File: src/rtl/sccb_pkg.sv
// Shared definitions for the SCCB write-engine arbiter: word width, ack polarity, FSM encoding.
package sccb_pkg;
  localparam int   SCCB_W = 24;
  localparam logic ACK_NACK = 1'b1;

  typedef enum logic [2:0] {
    ST_IDLE,
    ST_GRANT,
    ST_ISSUE,
    ST_WAIT,
    ST_GAP
  } state_t;
endpackage

File: src/rtl/rr_arbiter.sv
// Combinational round-robin picker: the first requester strictly after `last` wins, wrapping at NREQ-1.
module rr_arbiter #(
  parameter int NREQ = 3,
  parameter int IW   = (NREQ > 1) ? $clog2(NREQ) : 1
) (
  input  logic [NREQ-1:0] req,
  input  logic [IW-1:0]   last,
  output logic [NREQ-1:0] win
);

  always_comb begin
    int   idx;
    logic found;
    idx   = 0;
    found = 1'b0;
    win   = '0;
    for (int off = 1; off <= NREQ; off++) begin
      idx = (int'(last) + off) % NREQ;
      if (!found && req[IW'(idx)]) begin
        win[IW'(idx)] = 1'b1;
        found         = 1'b1;
      end
    end
  end

endmodule

File: src/rtl/sccb_arbiter.sv
// Shares one SCCB write engine among NREQ requesters with round-robin grant, NACK retry and timeout.
//
// state | meaning
// IDLE  | no transfer; pick a winner when any req is high
// GRANT | winner latched, waiting for a bus tick
// ISSUE | raise eng_en on the next tick, restart timeout
// WAIT  | engine running; resolve ACK/NACK on tick or timeout
// GAP   | eng_en low for two ticks before the next grant
module sccb_arbiter
  import sccb_pkg::*;
#(
  parameter int NREQ      = 3,
  parameter int RETRY_MAX = 3,
  parameter int TIMEOUT   = 50000
) (
  input  logic                   clk,
  input  logic                   rst_n,
  input  logic [NREQ-1:0]        req,
  input  logic [SCCB_W*NREQ-1:0] req_data,
  output logic [NREQ-1:0]        gnt,
  output logic [NREQ-1:0]        done,
  output logic [NREQ-1:0]        err,
  input  logic                   eng_tick,
  output logic                   eng_en,
  output logic [SCCB_W-1:0]      eng_data,
  input  logic                   eng_finished,
  input  logic                   eng_ack,
  output logic                   busy
);

  localparam int IW = (NREQ > 1) ? $clog2(NREQ) : 1;
  localparam int RW = (RETRY_MAX > 0) ? $clog2(RETRY_MAX + 1) : 1;
  localparam int TW = $clog2(TIMEOUT + 1);
  localparam logic [NREQ-1:0] ONE = NREQ'(1);

  state_t            state_q, state_d;
  logic [IW-1:0]     winner_q, winner_d, last_q, last_d;
  logic [RW-1:0]     retry_q, retry_d;
  logic [TW-1:0]     tmo_q, tmo_d;
  logic              gap_q, gap_d;
  logic              eng_en_q, eng_en_d;
  logic [SCCB_W-1:0] data_q, data_d;
  logic [NREQ-1:0]   done_q, done_d, err_q, err_d;

  logic [NREQ-1:0]   win_oh, sel;
  logic [IW-1:0]     win_idx;
  logic [SCCB_W-1:0] win_data;

  rr_arbiter #(.NREQ(NREQ), .IW(IW)) u_rr (
    .req  (req),
    .last (last_q),
    .win  (win_oh)
  );

  always_comb begin
    win_idx  = '0;
    win_data = '0;
    for (int i = 0; i < NREQ; i++) begin
      if (win_oh[i]) begin
        win_idx  = IW'(i);
        win_data = req_data[i*SCCB_W +: SCCB_W];
      end
    end
  end

  assign sel = ONE << winner_q;

  always_comb begin
    state_d  = state_q;
    winner_d = winner_q;
    last_d   = last_q;
    retry_d  = retry_q;
    tmo_d    = tmo_q;
    gap_d    = gap_q;
    eng_en_d = eng_en_q;
    data_d   = data_q;
    done_d   = '0;
    err_d    = '0;
    unique case (state_q)
      ST_IDLE: begin
        if (|req) begin
          winner_d = win_idx;
          data_d   = win_data;
          retry_d  = '0;
          state_d  = ST_GRANT;
        end
      end
      ST_GRANT: begin
        if (eng_tick) state_d = ST_ISSUE;
      end
      ST_ISSUE: begin
        if (eng_tick) begin
          eng_en_d = 1'b1;
          tmo_d    = '0;
          state_d  = ST_WAIT;
        end
      end
      ST_WAIT: begin
        // Timeout wins over a finished seen in the same cycle.
        if (tmo_q == TW'(TIMEOUT - 1)) begin
          eng_en_d = 1'b0;
          err_d    = sel;
          gap_d    = 1'b0;
          state_d  = ST_GAP;
        end else begin
          tmo_d = tmo_q + 1'b1;
          if (eng_tick && eng_finished) begin
            eng_en_d = 1'b0;
            if (eng_ack != ACK_NACK) begin
              done_d  = sel;
              gap_d   = 1'b0;
              state_d = ST_GAP;
            end else if (retry_q < RW'(RETRY_MAX)) begin
              retry_d = retry_q + 1'b1;
              state_d = ST_ISSUE;
            end else begin
              err_d   = sel;
              gap_d   = 1'b0;
              state_d = ST_GAP;
            end
          end
        end
      end
      ST_GAP: begin
        last_d = winner_q;
        if (eng_tick) begin
          if (gap_q) state_d = ST_IDLE;
          else       gap_d   = 1'b1;
        end
      end
      default: state_d = ST_IDLE;
    endcase
  end

  always_ff @(posedge clk or negedge rst_n) begin
    if (!rst_n) begin
      state_q  <= ST_IDLE;
      winner_q <= '0;
      last_q   <= IW'(NREQ - 1);
      retry_q  <= '0;
      tmo_q    <= '0;
      gap_q    <= 1'b0;
      eng_en_q <= 1'b0;
      data_q   <= '0;
      done_q   <= '0;
      err_q    <= '0;
    end else begin
      state_q  <= state_d;
      winner_q <= winner_d;
      last_q   <= last_d;
      retry_q  <= retry_d;
      tmo_q    <= tmo_d;
      gap_q    <= gap_d;
      eng_en_q <= eng_en_d;
      data_q   <= data_d;
      done_q   <= done_d;
      err_q    <= err_d;
    end
  end

  assign gnt      = (state_q == ST_GRANT || state_q == ST_ISSUE || state_q == ST_WAIT) ? sel : '0;
  assign done     = done_q;
  assign err      = err_q;
  assign eng_en   = eng_en_q;
  assign eng_data = data_q;
  assign busy     = (state_q != ST_IDLE);

endmodule
File: config.mk
export PLATFORM = sky130hd
export DESIGN_NAME = sccb_arbiter
export DESIGN_NICKNAME = d
export VERILOG_FILES = /design/src/rtl/sccb_pkg.sv /design/src/rtl/rr_arbiter.sv /design/src/rtl/sccb_arbiter.sv
export SDC_FILE = /design/constraint.sdc
export NUM_CORES = 1
export LEC_CHECK = 0
export ABC_AREA = 1
export BUFFER_PORTS_ARGS = -buffer_cell sky130_fd_sc_hd__buf_2
export CORE_MARGIN = 2
export CORE_UTILIZATION = 29
export CTS_CLUSTER_DIAMETER = 200
export CTS_CLUSTER_SIZE = 12
export DETAILED_ROUTE_END_ITERATION = 7
export PLACE_DENSITY_LB_ADDON = 0.1
export SYNTH_ARGS = -nofsm -noshare
export SYNTH_HDL_FRONTEND = slang
export SYNTH_HIERARCHICAL = 1
export SYNTH_SLANG_ARGS = --single-unit
File: constraint.sdc
create_clock -name clk -period 2.5 [get_ports clk]
set_clock_uncertainty 0.1 [all_clocks]
set_input_delay 0.5 -clock clk [delete_from_list [all_inputs] [get_ports clk]]
set_output_delay 0.5 -clock clk [all_outputs]
set_load 0.02 [all_outputs]
==> results.sh, run 1 <==
export IMPL_antenna_left=0
export IMPL_slew_headroom=0.668
export IMPL_grt_pass1_wl_um=16200
export IMPL_timing_final_crit_share=0.931
export IMPL_clkSlewWorstSetupHoldPaths_ps=50
export IMPL_tritoncts="done"
export IMPL_synth_top_area_frac=0.412
export IMPL_postSynthAreaPerCell_sq_um=7.49
export IMPL_hold_viol=0
export IMPL_synth_top_cells_by_area="sky130_fd_sc_hd__dfrtp_1 (41%), sky130_fd_sc_hd__nand2_1 (12%), sky130_fd_sc_hd__nor2_1 (6.0%)"
export IMPL_clock_tree_root_cell="sky130_fd_sc_hd__clkbuf_16"
export IMPL_core_sq_um=11400
export IMPL_path_class="reg2reg"
export IMPL_dp_hpwl_um=7280
export IMPL_clock_sink_count=57
export IMPL_antenna_found_initial=0
export IMPL_synthesis_instances=454
export IMPL_max_clock_path_buffers=2
export IMPL_register_bit_total_from_synthesis=57
export IMPL_critPathCaptureType="register"
export IMPL_grt_pass1_vias=3415
export IMPL_die_outline_area_sq_um=12600
export IMPL_synth_top_cells_by_count="sky130_fd_sc_hd__nand2_1 (109), sky130_fd_sc_hd__dfrtp_1 (56), sky130_fd_sc_hd__nor2_1 (54)"
export IMPL_final_setup_viol_count=0
export IMPL_clk_insertion_delay_late_ps=320
export IMPL_synth_edff_count=0
export IMPL_floorplan_die_width_um=112
export IMPL_worst_path_maximum_fanout=5
export IMPL_asyncSetResetFlopFracSynth=1.00
export IMPL_yosysUniqueCellTypes=37
export IMPL_first_pass_iters=5
export IMPL_sort_of_element_at_the_start_of_the_critical_path="register"
export IMPL_timing_hold_worst_class="in2async"
export IMPL_port_buffer_count=114
export IMPL_fmax_ghz=0.429
export IMPL_synth_yosys_warnings=6
export IMPL_vdd_drop_max_mv=0.719
export IMPL_timing_max_transition_violations_final=0
export IMPL_num_vias=3433
export IMPL_fillerInstances=1195
export IMPL_area_delta_synth_final_pct=35.6
export IMPL_rsz0062_at_grt="false"
export IMPL_drv_max_cap_violation_count=0
export IMPL_synth_seq_area_share=0.420
export IMPL_cts_made_buffers=9
export IMPL_grt_overflow_total=0
export IMPL_first_iter_violations=97
export IMPL_grt_max_degree=51
export IMPL_h_tree_depth=3
export IMPL_max_slew_worst_pin_slew_ps=497
export IMPL_synthesis_area_sq_um=3400
export IMPL_vias_per_cell=4.77
export IMPL_hold_buffers=0
export IMPL_initial_utilization=0.298
export IMPL_required_ps=2640
export IMPL_chipHeight_um=112
export IMPL_worst_ep_arrival_time_ps=2470
export IMPL_totalPowerFinal_mw=5.81
export IMPL_power_per_cell_area_nw_per_um2=1260
export IMPL_leakagePower_nw=2.25
export IMPL_number_of_placement_rows=39
export IMPL_groute_usage_overall=0.158
export IMPL_final_area_sq_um=4610
export IMPL_remaining_drc_errors=0
export IMPL_period_minus_slack_ps=2330
export IMPL_synth_top_flop_cell="sky130_fd_sc_hd__dfrtp_1"
export IMPL_setup_total_neg_slack_ps=0
export IMPL_drt_wirelength_per_cell_um=13.6
export IMPL_run_status="finished, final reports clean"
export IMPL_synth_most_common_cell="sky130_fd_sc_hd__nand2_1"
export IMPL_routed_wl_um=9760
export IMPL_ioPinCount=115
export IMPL_flop2flop_setup_slack_ps=170
export IMPL_placement_cell_area_sq_um=4150
export IMPL_layout_drive_gt1_share=0.312
export IMPL_synthDominantAreaCellType="sky130_fd_sc_hd__dfrtp_1"
export IMPL_gp_routability_congestion=0.820
export IMPL_fin_nets=658
export IMPL_synth_nets=540
export IMPL_number_of_diodes=0
-- registers in the layout, summed over array words and instances, names as in the netlist --
name and flops:
eng_data 24, state_q 3, tmo_q 16, retry_q 2, winner_q 2, eng_en 1
done 3, err 3, last_q 2, gap_q 1
-- worst max-delay path, cell delays in order, from the launching register on --
cell and delay, ps:
sky130_fd_sc_hd__dfstp_2 600, sky130_fd_sc_hd__ha_4 240, sky130_fd_sc_hd__nand2_2 60, sky130_fd_sc_hd__nand2_2 60, sky130_fd_sc_hd__a21oi_4 200, sky130_fd_sc_hd__nand4_1 140, sky130_fd_sc_hd__nand3_2 90, sky130_fd_sc_hd__inv_2 40
sky130_fd_sc_hd__nor2_4 190, sky130_fd_sc_hd__buf_4 180, sky130_fd_sc_hd__a22oi_1 60, sky130_fd_sc_hd__nor2_1 90, sky130_fd_sc_hd__a21oi_1 50, sky130_fd_sc_hd__o21ai_0 140
-- path summary, 6_finish.rpt --
| kind | from | depth (start not counted) | to |
|---|---|---|---|
| worst max-delay path | last_q[1] | 13 | eng_data[2] |
| worst min-delay path | rst_n | 2 | gap_q |
| worst max register to register | last_q[1] | 13 | eng_data[2] |
| worst min register to register | eng_en | 2 | eng_en |
| max in group asynchronous | rst_n | 2 | tmo_q[14] |
| min in group clk | req_data[21] | 3 | eng_data[21] |
-- final cells by class --
cell class | instances | area [sq um] | share of cell area
inverters | 40 | 150 | 0.0326
flip-flops and latches | 57 | 1430 | 0.310
clock inverters | 6 | 82.6 | 0.0179
repair buffers | 127 | 712 | 0.154
clock buffers | 10 | 229 | 0.0496
well taps | 143 | 179 | 0.0388
multi-input cells | 337 | 1830 | 0.397
-- what timing repair did --
item | in CTS | in global routing
setup endpoints to repair | 0 | 19
gates resized for setup | 0 | 36
buffers inserted | 0 | 2
-- per-layer routing --
| layer | vias to the layer above | wire length, um | share of wire | GRT usage |
|---|---|---|---|---|
| met2 | 102 | 4570 | 0.47 | 0.260 |
| met4 | 0 | 125 | 0.013 | 0.0528 |
| li1 | 1747 | - | - | - |
| met5 | - | 0 | 0 | 0 |
| met1 | 1576 | 4450 | 0.46 | 0.203 |
| met3 | 8 | 619 | 0.063 | 0.0432 |
-- per-stage QoR --
stage / setup WS, ps / cells / hold WS, ps / util
6_report: 172 / 720 / 88.1 / 0.404
5_1_grt: 2.58 / 720 / 129 / 0.404
4_1_cts: 26.5 / 717 / 97.6 / 0.391
3_5_place_dp: 32.1 / 701 / 359 / 0.363
3_3_place_gp: 109 / 701 / 358 / 0.363
2_1_floorplan: 180 / 454 / 104 / -
-- power breakdown --
part           internal [mW]  switching (mW)  leakage [nW]
Clock                  0.866           0.433         0.152
Combinational           1.20            1.89          1.34
Sequential              1.20           0.221         0.758
-- kinds of logic after synthesis --
kind of cell	Yosys count	share of synthesized area
xor gates and xnor gates	9	0.0232
buffers and inverters	60	0.0754
and+or+nand+nor	230	0.298
DFF	57	0.420
adders and majority gates	6	0.0221
AOI/OAI and AO/OA	92	0.162
-- cells in the final DEF (no fill, tap or decap), types with 8 or more instances in the layout --
cell type,count
sky130_fd_sc_hd__nor2_1,54
sky130_fd_sc_hd__clkbuf_16,9
sky130_fd_sc_hd__xor2_1,8
sky130_fd_sc_hd__inv_1,31
sky130_fd_sc_hd__dfrtp_1,56
sky130_fd_sc_hd__buf_2,114
sky130_fd_sc_hd__nand2_1,105
sky130_fd_sc_hd__a22oi_1,15
sky130_fd_sc_hd__o21ai_1,23
sky130_fd_sc_hd__nand3_1,34
sky130_fd_sc_hd__a21oi_1,22
sky130_fd_sc_hd__o21ai_0,14
sky130_fd_sc_hd__inv_2,8
Note: power is estimated with default switching activity, not from simulation.
==> inputs of run 2 (changes only) <==
--- a/config.mk
+++ b/config.mk
@@ -15,5 +15,4 @@
 export PLACE_DENSITY_LB_ADDON = 0.1
 export SYNTH_ARGS = -nofsm -noshare
 export SYNTH_HDL_FRONTEND = slang
-export SYNTH_HIERARCHICAL = 1
 export SYNTH_SLANG_ARGS = --single-unit
==> results.sh, run 2 <==
export IMPL_ioPinCount=115
export IMPL_yosysUniqueCellTypes=36
export IMPL_path_class="reg2reg"
export IMPL_floorplan_die_width_um=112
export IMPL_clock_tree_root_cell="sky130_fd_sc_hd__clkbuf_16"
export IMPL_h_tree_depth=3
export IMPL_fin_nets=662
export IMPL_gp_routability_congestion=0.837
export IMPL_clock_sink_count=57
export IMPL_setup_total_neg_slack_ps=0
export IMPL_die_outline_area_sq_um=12600
export IMPL_combPwrFrac=0.510
export IMPL_flop2flop_setup_slack_ps=240
export IMPL_power_per_cell_area_nw_per_um2=1190
export IMPL_postSynthAreaPerCell_sq_um=7.44
export IMPL_period_minus_slack_ps=2260
export IMPL_clk_insertion_delay_late_ps=330
export IMPL_groute_usage_overall=0.167
export IMPL_power_frac_seq=0.286
export IMPL_synth_top_cells_by_area="sky130_fd_sc_hd__dfrtp_1 (41%), sky130_fd_sc_hd__nand2_1 (11%), sky130_fd_sc_hd__nand3_1 (9.7%)"
export IMPL_clock_power_share=0.205
export IMPL_layout_drive_gt1_share=0.270
export IMPL_hold_buffers=0
export IMPL_largest_register_ff_count=24
export IMPL_r2r_cells=10
export IMPL_synthesis_instances=456
export IMPL_worstReg2RegEnd="eng_data[10]"
export IMPL_grt_overflow_total=0
export IMPL_synth_top_cells_by_count="sky130_fd_sc_hd__nand2_1 (103), sky130_fd_sc_hd__nor2_1 (67), sky130_fd_sc_hd__nand3_1 (66)"
export IMPL_run_status="finished, final reports clean"
export IMPL_max_clock_path_buffers=2
export IMPL_chipHeight_um=112
export IMPL_leading_cell_type_in_the_layout_fill_and_taps_excluded="sky130_fd_sc_hd__buf_2"
export IMPL_grt_max_degree=38
export IMPL_layout_common_cells="sky130_fd_sc_hd__buf_2 (114), sky130_fd_sc_hd__nand2_1 (103), sky130_fd_sc_hd__nor2_1 (67), sky130_fd_sc_hd__nand3_1 (66), sky130_fd_sc_hd__dfrtp_1 (56)"
export IMPL_grt_pass1_wl_um=16900
export IMPL_netSwitchingPower_mw=2.39
export IMPL_internal_power_mw=2.84
export IMPL_final_setup_viol_count=0
export IMPL_num_vias=3449
export IMPL_critical_path_reg2reg_startpoint="last_q[1]"
export IMPL_timing_max_transition_violations_final=0
export IMPL_asyncSetResetFlopFracSynth=1.00
export IMPL_initial_utilization=0.297
export IMPL_vias_per_cell=4.78
export IMPL_worst_hold_slack_ps=33.0
export IMPL_cts_resized_gates=0
export IMPL_grt_pass1_vias=3492
export IMPL_critPathCaptureType="register"
export IMPL_area_delta_synth_final_pct=29.8
export IMPL_synth_nets=542
export IMPL_timing_critical_path_from="last_q[1]"
export IMPL_remaining_drc_errors=0
export IMPL_cts_made_buffers=9
export IMPL_synth_top_area_frac=0.413
export IMPL_sw_frac_of_total=0.457
export IMPL_leakagePower_nw=2.18
export IMPL_synth_top_flop_cell="sky130_fd_sc_hd__dfrtp_1"
export IMPL_sort_of_element_at_the_start_of_the_critical_path="register"
export IMPL_hold_viol=0
export IMPL_fmax_ghz=0.442
export IMPL_antenna_left=0
export IMPL_first_pass_iters=5
export IMPL_port_buffer_count=114
export IMPL_synth_most_common_cell="sky130_fd_sc_hd__nand2_1"
export IMPL_rsz0062_at_grt="false"
export IMPL_synth_edff_count=0
export IMPL_vdd_drop_max_mv=0.541
export IMPL_worstSetupEndpoint="eng_data[10]"
export IMPL_tritoncts="done"
export IMPL_timing_final_crit_share=0.904
export IMPL_number_of_diodes=0
export IMPL_required_ps=2610
export IMPL_drt_wirelength_per_cell_um=13.8
export IMPL_slew_headroom=0.659
export IMPL_worst_path_maximum_fanout=18
export IMPL_synth_yosys_warnings=0
export IMPL_post_cts_buffers=0
export IMPL_synthesis_area_sq_um=3390
export IMPL_register_bit_total_from_synthesis=57
export IMPL_clkSlewWorstSetupHoldPaths_ps=50
export IMPL_first_iter_violations=171
export IMPL_dp_hpwl_um=7500
export IMPL_antenna_found_initial=0
export IMPL_synth_seq_area_share=0.421
export IMPL_timing_hold_worst_class="in2async"
export IMPL_worst_ep_arrival_time_ps=2370
export IMPL_number_of_placement_rows=39
export IMPL_core_sq_um=11400
export IMPL_drv_max_cap_violation_count=0
export IMPL_max_slew_worst_pin_slew_ps=511
export IMPL_routed_wl_um=9950
export IMPL_synthDominantAreaCellType="sky130_fd_sc_hd__dfrtp_1"
## run 2: cells by family after synthesis
kind of cell | Yosys count | share of synthesized area
fa+ha+maj | 6 | 0.0221
buf+inv | 56 | 0.0734
compound gates | 62 | 0.111
flops | 57 | 0.421
simple gates | 267 | 0.352
xor+xnor | 8 | 0.0206
## run 2: power groups by stage
stage / clock (mW) / sequential, mW / combinational [mW]
after floorplan: 0 / 1.68 / 1.72
after global placement: 0 / 1.50 / 2.68
after detailed placement: 0 / 1.50 / 2.71
after CTS: 1.11 / 1.49 / 2.71
after global routing: 1.15 / 1.53 / 3.02
final: 1.07 / 1.49 / 2.67
## run 2: per-stage QoR
stage,cell area [sq um],cells,total power [mW],setup slack (ps),util
floorplan,3390,456,3.40,573,-
global placement,4150,708,4.18,268,0.364
detailed placement,4150,708,4.21,214,0.364
CTS,4400,721,5.31,224,0.386
global route,4400,721,5.71,2.90,0.386
finish,4400,721,5.23,239,0.386
## run 2: metal layers
metal	up-vias	share of wire	global-route usage
met5	-	0	0
met4	0	0.013	0.0512
met3	11	0.084	0.0616
met2	114	0.45	0.268
met1	1555	0.45	0.211
li1	1769	-	-
## run 2: cell type report
class	count	area (sq um)
clock buffer	12	246
clock inverter	1	5.00
fill	1219	7020
inverter	40	150
multi-input combinational	343	1720
sequential	57	1430
tap	143	179
timing repair buffer	125	678
## run 2: critical path: stages (launching register included)
cell,delay (ps)
sky130_fd_sc_hd__dfstp_2,560
sky130_fd_sc_hd__ha_1,280
sky130_fd_sc_hd__inv_2,130
sky130_fd_sc_hd__nand2_1,60
sky130_fd_sc_hd__nand3_1,60
sky130_fd_sc_hd__nand2_1,80
sky130_fd_sc_hd__nand3_1,100
sky130_fd_sc_hd__nand3_2,320
sky130_fd_sc_hd__buf_4,300
sky130_fd_sc_hd__nand3_1,80
sky130_fd_sc_hd__nand3_1,60
## run 2: how the worst min path moves through the flow
stage / start / endpoint / slack [ps]
2_1_floorplan: rst_n / done[0] / 100
3_3_place_gp: gap_q / gap_q / 360
3_5_place_dp: gap_q / gap_q / 360
4_1_cts: rst_n / state_q[0] / 50
5_1_grt: rst_n / state_q[0] / 70
6_report: rst_n / state_q[0] / 30
